==> src/rtl/snake_game_ctrl_if.sv <==
// Signal bundle between the game sequencer and its surroundings: key/collision/apple
// inputs on one side, game status, move tick, score and apple request on the other.
interface snake_game_ctrl_if;
    logic       key_start;
    logic       hit_wall;
    logic       hit_body;
    logic       apple_eaten;
    logic       apple_ack;
    logic [1:0] game_status;
    logic       move_tick;
    logic       apple_req;
    logic [7:0] score;
    logic       die_flash;

    modport master (
        output key_start, hit_wall, hit_body, apple_eaten, apple_ack,
        input  game_status, move_tick, apple_req, score, die_flash
    );

    modport slave (
        input  key_start, hit_wall, hit_body, apple_eaten, apple_ack,
        output game_status, move_tick, apple_req, score, die_flash
    );
endinterface

==> src/rtl/snake_game_ctrl.sv <==
// Snake game sequencer: RESTART/START/PLAY/DIE state machine, move tick, saturating score,
// die blink and the apple-regeneration request/ack handshake. All outputs are registered.
module snake_game_ctrl #(
    parameter int unsigned TICK_DIV    = 12_500_000,
    parameter int unsigned RESTART_CYC = 16,
    parameter int unsigned DIE_CYC     = 50_000_000,
    parameter int unsigned FLASH_DIV   = 6_250_000
) (
    input logic              clk,
    input logic              rst_n,
    snake_game_ctrl_if.slave bus
);

    localparam int unsigned MAX_A   = (TICK_DIV > RESTART_CYC) ? TICK_DIV : RESTART_CYC;
    localparam int unsigned CNT_MAX = (MAX_A > DIE_CYC) ? MAX_A : DIE_CYC;
    localparam int unsigned CW      = $clog2(CNT_MAX + 2);
    localparam int unsigned FW      = $clog2(FLASH_DIV + 1);

    localparam logic [CW-1:0] TICK_LAST    = CW'(TICK_DIV - 1);
    localparam logic [CW-1:0] RESTART_LAST = CW'(RESTART_CYC - 1);
    localparam logic [CW-1:0] DIE_LAST     = CW'(DIE_CYC);
    localparam logic [FW-1:0] FLASH_LAST   = FW'(FLASH_DIV - 1);

    typedef enum logic [1:0] {
        StRestart = 2'b00,
        StStart   = 2'b01,
        StPlay    = 2'b10,
        StDie     = 2'b11
    } state_e;

    state_e          r_state;
    logic [CW-1:0]   r_cnt;
    logic [FW-1:0]   r_fcnt;
    logic            r_move_tick;
    logic            r_apple_req;
    logic [7:0]      r_score;
    logic            r_die_flash;

    logic            w_hit;
    logic            w_ack_clr;

    assign w_hit     = bus.hit_wall | bus.hit_body;
    assign w_ack_clr = r_apple_req & bus.apple_ack;

    always_ff @(posedge clk or negedge rst_n) begin
        if (!rst_n) begin
            r_state     <= StRestart;
            r_cnt       <= '0;
            r_fcnt      <= '0;
            r_move_tick <= 1'b0;
            r_apple_req <= 1'b0;
            r_score     <= 8'd0;
            r_die_flash <= 1'b0;
        end else begin
            r_move_tick <= 1'b0;
            if (w_ack_clr) begin
                r_apple_req <= 1'b0;
            end
            case (r_state)
                StRestart: begin
                    r_score     <= 8'd0;
                    r_die_flash <= 1'b0;
                    // Initial apple for the new game; overrides a coincident ack.
                    if (r_cnt == '0) begin
                        r_apple_req <= 1'b1;
                    end
                    if (r_cnt == RESTART_LAST) begin
                        r_state <= StStart;
                        r_cnt   <= '0;
                    end else begin
                        r_cnt <= r_cnt + CW'(1);
                    end
                end
                StStart: begin
                    if (bus.key_start) begin
                        r_state <= StPlay;
                        r_cnt   <= '0;
                    end
                end
                StPlay: begin
                    if (w_hit) begin
                        r_state     <= StDie;
                        r_cnt       <= '0;
                        r_fcnt      <= '0;
                        r_die_flash <= 1'b0;
                    end else begin
                        if (r_cnt == TICK_LAST) begin
                            r_cnt       <= '0;
                            r_move_tick <= 1'b1;
                        end else begin
                            r_cnt <= r_cnt + CW'(1);
                        end
                        if (bus.apple_eaten) begin
                            if (r_score != 8'hFF) begin
                                r_score <= r_score + 8'd1;
                            end
                            if (!r_apple_req) begin
                                r_apple_req <= 1'b1;
                            end
                        end
                    end
                end
                StDie: begin
                    // r_cnt saturates at DIE_CYC; reaching it ends the lockout.
                    if (r_cnt != DIE_LAST) begin
                        r_cnt <= r_cnt + CW'(1);
                    end
                    if (r_cnt == DIE_LAST && bus.key_start) begin
                        r_state     <= StRestart;
                        r_cnt       <= '0;
                        r_fcnt      <= '0;
                        r_die_flash <= 1'b0;
                        r_score     <= 8'd0;
                    end else if (r_fcnt == FLASH_LAST) begin
                        r_fcnt      <= '0;
                        r_die_flash <= ~r_die_flash;
                    end else begin
                        r_fcnt <= r_fcnt + FW'(1);
                    end
                end
                default: begin
                    r_state <= StRestart;
                end
            endcase
        end
    end

    assign bus.game_status = r_state;
    assign bus.move_tick   = r_move_tick;
    assign bus.apple_req   = r_apple_req;
    assign bus.score       = r_score;
    assign bus.die_flash   = r_die_flash;

endmodule

==> src/flat_wrapper.sv <==
// flat-port wrapper written by rule: the top's interface ports become plain ports
module snake_game_ctrl_flat 
#(
    parameter int unsigned TICK_DIV    = 12_500_000,
    parameter int unsigned RESTART_CYC = 16,
    parameter int unsigned DIE_CYC     = 50_000_000,
    parameter int unsigned FLASH_DIV   = 6_250_000
)
  (clk, rst_n, bus_key_start, bus_hit_wall, bus_hit_body, bus_apple_eaten, bus_apple_ack, bus_game_status, bus_move_tick, bus_apple_req, bus_score, bus_die_flash);
  snake_game_ctrl_if bus_i ();
  input logic clk;
  input logic rst_n;
  input wire logic [$bits(bus_i.key_start)-1:0] bus_key_start;
  input wire logic [$bits(bus_i.hit_wall)-1:0] bus_hit_wall;
  input wire logic [$bits(bus_i.hit_body)-1:0] bus_hit_body;
  input wire logic [$bits(bus_i.apple_eaten)-1:0] bus_apple_eaten;
  input wire logic [$bits(bus_i.apple_ack)-1:0] bus_apple_ack;
  output wire logic [$bits(bus_i.game_status)-1:0] bus_game_status;
  output wire logic [$bits(bus_i.move_tick)-1:0] bus_move_tick;
  output wire logic [$bits(bus_i.apple_req)-1:0] bus_apple_req;
  output wire logic [$bits(bus_i.score)-1:0] bus_score;
  output wire logic [$bits(bus_i.die_flash)-1:0] bus_die_flash;
  assign bus_i.key_start = bus_key_start;
  assign bus_i.hit_wall = bus_hit_wall;
  assign bus_i.hit_body = bus_hit_body;
  assign bus_i.apple_eaten = bus_apple_eaten;
  assign bus_i.apple_ack = bus_apple_ack;
  assign bus_game_status = bus_i.game_status;
  assign bus_move_tick = bus_i.move_tick;
  assign bus_apple_req = bus_i.apple_req;
  assign bus_score = bus_i.score;
  assign bus_die_flash = bus_i.die_flash;
  snake_game_ctrl #(.TICK_DIV(TICK_DIV), .RESTART_CYC(RESTART_CYC), .DIE_CYC(DIE_CYC), .FLASH_DIV(FLASH_DIV)) u_core (.clk(clk), .rst_n(rst_n), .bus(bus_i));
endmodule
==> config.mk <==
export PLATFORM = sky130hd
export DESIGN_NAME = snake_game_ctrl_flat
export DESIGN_NICKNAME = d
export VERILOG_FILES = /design/src/rtl/snake_game_ctrl_if.sv /design/src/rtl/snake_game_ctrl.sv /design/src/flat_wrapper.sv
export SDC_FILE = /design/constraint.sdc
export NUM_CORES = 1
export LEC_CHECK = 0
export BUFFER_PORTS_ARGS = -buffer_cell sky130_fd_sc_hd__buf_4
export CORE_MARGIN = 1.5
export CORE_UTILIZATION = 60
export CTS_BUF_LIST = sky130_fd_sc_hd__clkbuf_16
export DETAILED_ROUTE_END_ITERATION = 7
export GPL_ROUTABILITY_DRIVEN = 1
export PLACE_DENSITY = 0.85
export SLEW_MARGIN = 20
export SYNTH_ARGS = -nofsm -noshare
export SYNTH_HDL_FRONTEND = slang
export SYNTH_SLANG_ARGS = --single-unit
==> constraint.sdc <==
create_clock -name clk -period 2.5 [get_ports clk]
set_input_delay 0.125 -clock clk [delete_from_list [all_inputs] [get_ports clk]]
set_output_delay 0.125 -clock clk [all_outputs]
set_load 0.005 [all_outputs]
==> results of run 1 <==
state kept, by name, indices dropped and copies added (netlist names):
register                flops
u_core.bus.game_status      2
u_core.bus.die_flash        1
u_core.bus.score            8
u_core.bus.move_tick        1
u_core.r_cnt               26
u_core.r_fcnt              23
u_core.bus.apple_req        1
kinds of logic after synthesis:
| group | after synthesis | share of synthesized area |
|---|---|---|
| buffers and inverters | 28 | 0.0338 |
| multiplexers | 1 | 0.00317 |
| XOR/XNOR | 17 | 0.0419 |
| AND/OR/NAND/NOR | 213 | 0.317 |
| adder cells (fa/ha/maj) | 9 | 0.0317 |
| flip-flops | 62 | 0.437 |
| AO/OA/AOI/OAI | 66 | 0.136 |
layout by cell type (no fill, tap or decap), types with 6 or more instances in the layout:
cell type  netlist  routed
dfrtp_1         62      62
nand2_1         49      49
nand3_1         42      42
buf_4            1      42
nor2_1          39      39
nand4_1         15      15
inv_1           13      14
o21ai_0         14      14
nor3_1           9       9
xnor2_1          9       9
ha_1             9       9
clkbuf_16        0       9
and4_1           8       8
o311ai_0         8       8
xor2_1           8       8
a21oi_1          7       7
and2_1           6       6
nand2b_1         6       6
o31ai_1          6       6
a22o_1           6       6
per-stage QoR:
stage,cells,utilization,setup WS [ns],power [mW]
after floorplan,396,-,0.353,1.02
after CTS,514,0.759,0.0631,2.33
after global placement,497,0.701,0.127,1.05
final,514,0.762,0.121,2.33
after detailed placement,497,0.701,0.0343,1.05
after global routing,514,0.762,0.0131,2.38
worst max path at each step:
stage,start,endpoint,cells after the start
after floorplan,u_core.r_cnt[0],u_core.r_cnt[18],10
after global placement,u_core.r_cnt[0],u_core.r_cnt[4],9
after detailed placement,u_core.r_cnt[0],u_core.r_cnt[15],9
after CTS,u_core.r_cnt[0],u_core.r_cnt[15],8
after global routing,u_core.r_cnt[0],u_core.r_cnt[15],9
final,u_core.r_cnt[0],u_core.r_cnt[15],9
layout make-up:
class | count | area [um2] | share of cell area
Inverter | 13 | 48.8 | 0.0114
Timing Repair Buffer | 45 | 365 | 0.0855
Multi-Input combinational cell | 306 | 1910 | 0.448
Clock inverter | 7 | 80.1 | 0.0187
Sequential cell | 62 | 1550 | 0.363
Clock buffer | 9 | 225 | 0.0527
Tap cell | 72 | 90.1 | 0.0211
worst register-to-register path: stages, from the launching register on:
cell and delay, ns:
dfrtp_1 0.42, inv_1 0.08, ha_1 0.14, nor3b_2 0.26
nand4_2 0.22, o21ai_4 0.32, o221ai_2 0.18, buf_12 0.20
nor2b_2 0.21, a22o_1 0.22
power by group through the flow:
| stage | sequential, mW | combinational (mW) | clock (mW) |
|---|---|---|---|
| 4_1_cts | 1.00 | 0.0318 | 1.30 |
| 5_1_grt | 1.00 | 0.0355 | 1.34 |
| 3_5_place_dp | 1.02 | 0.0302 | 0 |
| 6_report | 1.00 | 0.0305 | 1.29 |
| 3_3_place_gp | 1.02 | 0.0301 | 0 |
| 2_1_floorplan | 1.02 | 0.00119 | 0 |
metal layers:
layer	global-route usage	share of wire
met1	0.363	0.41
met2	0.504	0.51
met3	0.0766	0.053
met5	0	0
met4	0.160	0.028
what timing repair did:
| action | CTS | global route |
|---|---|---|
| endpoints found under the hold margin | 62 | 0 |
| hold buffers | 1 | 0 |
| pin swaps | 0 | 0 |
| setup endpoints to repair | 5 | 14 |
| setup buffers | 0 | 0 |
| resized for setup | 1 | 4 |
==> metrics, run 1 <==
hold path endpoint=u_core.bus.apple_req; worst-path cell with the longest stage delay=dfrtp_1; IO Count=20; die area=6390 um2; fmax=420 MHz; Die Ht=79.9 um; clk_lat worst skew=0.33 ns; period utilisation layout=0.952; Max-slew headroom=0.493; DP HPWL=5.60 mm; outcome=completed; Initial Utilization=0.633; Post-Route WL=8.87 mm; arrival time of the worst setup path=2.59 ns; Worst Hold Class=input pin to flip-flop; total CTS buffers=9; H-tree Lvls=3; power density cells=545 nW/um2; clock network power share=0.555; CP peak stage delay=0.42 ns; cell chain of the critical path=inv_1, ha_1, nor3b_2, nand4_2, o21ai_4, o221ai_2, buf_12, nor2b_2, a22o_1; Longest Clk Path Bufs=2; vias per inst=6.46; Residual DRC=0; synth top area cells=dfrtp_1 (44%), nand3_1 (5.9%), nand2_1 (5.2%); total grt overflow=0; CTS tree=built; sequential area share after synthesis=0.437; CP Launch Type=flip-flop; Routability Congestion=0.907; Fin. Hold Viols=0; DP Area=3930 um2; leak pwr=1.75 nW; layout cell share with drive strength beyond 1=0.163; skew final=0.00782 ns; required time worst endpoint=2.71 ns; combinational power share=0.013; port bufs=19; asr flop ratio synth=1.00; syn_nets=412; first-pass GRT wire length=15.0 mm; register bit count reported by yosys=62; top-count cell post-synth=dfrtp_1; Avg Cell Area, Syn=8.97 um2; # setup viols final=0; Hold Crit Depth=3; reg-to-reg endpoint=u_core.r_cnt[15]; Reg2Reg Depth=9; vias in the first global route=3,260; Iteration-0 DRC Markers=379; Post-synth EDFFs=0; Tightest Pin Transition=0.760 ns; worst vdd ir=0.379 mV; # fillers=382; net switching power=0.460 mW; Reg2Reg Setup Slack=0.12 ns; via count=3,322; yosys warns=0; Avg WL per Cell=17.3 um; fin crit period=2.38 ns; initial antenna violation count=0; Post-Syn Area=3550 um2; Crit path max-delay family=compound AO/OA/AOI/OAI gates; Slew Viols, Final=0; top-area cell type share of the netlist area=0.437; Placement Rows=27; Crit Path Max Fanout=28; post-synth top area cell=dfrtp_1; CTS root buf=clkbuf_16; Cell variety after synth=52; internal power=1.87 mW; worst path bufs/invs=2; clk sink count=62; Post-synth top cells=dfrtp_1 (62), nand2_1 (49), nand3_1 (42), nor2_1 (39), nand4_1 (15); number of antenna diodes=0; Core Footprint=5610 um2; Flop pwr share=0.431; Synth Flop Type=dfrtp_1; Die Wd=79.9 um; HP Start=bus_apple_ack; Min Hold Slack=0.177 ns; GRT Total Usage=0.304; net count reported at finish=453; area grow syn2layout=20.4%; clock-pin slew on the worst setup and hold paths=0.05 ns; DR pass1 iterations=5; Mapped Cells=396; max_cap viols=0; FF-to-FF Start=u_core.r_cnt[0]; kind of critical path=flip-flop to flip-flop; RSZ-0062 raised after global routing=false; fin area=4280 um2; setup TNS=0 ns; Final ANT Viol Nets=0; Switching Fraction=0.198; largest net degree at the start of global routing=63; endpoint class of the critical path=flip-flop
(Power assumes the default switching activity.)
==> run 2: changes to the inputs <==
==> constraint.sdc (replaced) <==
create_clock -name clk -period 2.4 [get_ports clk]
set_input_delay 0.12 -clock clk [delete_from_list [all_inputs] [get_ports clk]]
set_output_delay 0.12 -clock clk [all_outputs]
set_load 0.005 [all_outputs]
==> run 2 against run 1 <==
  * Clock power up 5%
  * Cell count rose by 0.97%
  * Fmax rose by 0.95%
  * Critical path depth is the same
  * First-iteration DRC count shrank 28%
  * Sequential power is 5% higher
  * Routed wire length grew 1.4%
  * Die area did not move
  * Utilization up 0.76 points
  * Hold slack got worse by 0.0085 ns
  * Non-clock buffer count up 5
  * Sequential share of layout area decreased by 0.36 points
  * Critical endpoint is now u_core.r_cnt[14]
==> metrics, run 2 (synthesized netlist as in run 1, its figures left out) <==
# fillers=367; Max-slew headroom=0.484; fin crit period=2.36 ns; Die Wd=79.9 um; Slew Viols, Final=0; Most flops, register=u_core.r_cnt; final core occ=0.770; CTS root buf=clkbuf_16; fmax=424 MHz; most frequent cells in the layout=dfrtp_1 (62), nand2_1 (49), buf_4 (47); commonest non-fill, non-tap cell in the layout=dfrtp_1; via count=3,318; Routability Congestion=0.982; max reg flops=26; Iteration-0 DRC Markers=273; number of antenna diodes=0; Tightest Pin Transition=0.774 ns; endpoint class of the critical path=flip-flop; Tot Pwr=2.43 mW; clk sink count=62; worst vdd ir=0.457 mV; CTS tree=built; layout cell share with drive strength beyond 1=0.174; Placement Rows=27; Residual DRC=0; Core Footprint=5610 um2; port bufs=19; Final ANT Viol Nets=0; Longest Clk Path Bufs=2; Die Ht=79.9 um; Crit Path Max Fanout=19; total CTS buffers=9; CP Launch Type=flip-flop; setup bufs post-CTS=0; clk_lat worst skew=0.34 ns; first-pass GRT wire length=14.9 mm; max_cap viols=0; die area=6390 um2; clock-pin slew on the worst setup and hold paths=0.05 ns; required time worst endpoint=2.61 ns; initial antenna violation count=0; net count reported at finish=458; IO Count=20; outcome=completed; skew final=0.00711 ns; Fin. Hold Viols=0; Initial Utilization=0.633; period utilisation layout=0.982; DR pass1 iterations=5; kind of critical path=flip-flop to flip-flop; leak pwr=1.78 nW; largest net degree at the start of global routing=63; power density cells=563 nW/um2; # setup viols final=0; total grt overflow=0; GRT Total Usage=0.306; arrival time of the worst setup path=2.57 ns; Avg WL per Cell=17.3 um; vias per inst=6.39; H-tree Lvls=3; Worst Hold Class=input pin to flip-flop; vias in the first global route=3,202; Post-Route WL=8.99 mm; area grow syn2layout=21.6%; DP HPWL=5.91 mm
==> run 2: cell count changes in the layout (fill, tap and decap cells not counted), sizes merged <==
cell / previous run / this run
inv: 14 / 13
clkinv: 4 / 5
buf: 44 / 49
==> run 2: report_power, final <==
| part | switching (mW) | internal [mW] | leakage (nW) | total [mW] |
|---|---|---|---|---|
| Clock | 0.464 | 0.890 | 0.147 | 1.35 |
| Combinational | 0.0233 | 0.00827 | 0.902 | 0.0315 |
| Sequential | 0 | 1.05 | 0.726 | 1.05 |
| Total | 0.487 | 1.94 | 1.78 | 2.43 |
==> run 2: critical path, cell delays in order (launching register included) <==
cell and delay, ns:
dfrtp_1 0.42, ha_2 0.25, and4_2 0.31, nand3_1 0.09, nor4_1 0.23, buf_4 0.18, o221ai_2 0.13, buf_4 0.23
nor2b_4 0.17, a22o_1 0.22
==> run 2: worst paths after layout <==
check / from / end / slack [ns] / depth (start not counted)
setup / recovery: u_core.r_cnt[0] / u_core.r_cnt[14] / 0.04 / 9
hold / removal: bus_apple_ack / u_core.bus.apple_req / 0.17 / 3
setup reg to reg: u_core.r_cnt[0] / u_core.r_cnt[14] / 0.04 / 9
hold reg to reg: u_core.r_fcnt[3] / u_core.r_fcnt[3] / 0.51 / 1
max in group asynchronous: rst_n / u_core.r_cnt[5] / 1.47 / 2
min in group asynchronous: rst_n / u_core.r_fcnt[15] / 0.42 / 2
==> run 2: routing by layer <==
| metal | up-vias | part of all wire | routed length, um | global-route usage |
|---|---|---|---|---|
| li1 | 1542 | - | - | - |
| met4 | 0 | 0.030 | 269 | 0.129 |
| met1 | 1618 | 0.41 | 3670 | 0.358 |
| met5 | - | 0 | 0 | 0 |
| met2 | 130 | 0.50 | 4530 | 0.532 |
| met3 | 28 | 0.059 | 528 | 0.0754 |
==> run 2: repair_timing <==
item | in CTS | in global routing
hold buffers | 1 | 0
setup endpoints to repair | 6 | 15
resized for setup | 3 | 5
endpoints found under the hold margin | 62 | 0
==> run 2: metrics by stage <==
stage	hold slack, ns	cells	setup WS (ns)	area [um2]	setup TNS [ns]
final	0.169	519	0.0429	4320	0
after CTS	0.175	519	0.0243	4300	0
after global placement	0.247	502	0.0429	3970	0
after detailed placement	0.246	502	-0.0699	3970	-0.304
after global routing	0.186	519	-0.0284	4320	-0.0848
after floorplan	-0.176	396	0.253	3550	0
==> run 2: area by class of cell <==
class	instances	area (um2)	share of cell area
Clock buffer	9	225	0.0522
Inverter	13	48.8	0.0113
Clock inverter	7	78.8	0.0183
Multi-Input combinational cell	306	1920	0.445
Sequential cell	62	1550	0.359
Timing Repair Buffer	50	403	0.0933
Tap cell	72	90.1	0.0209
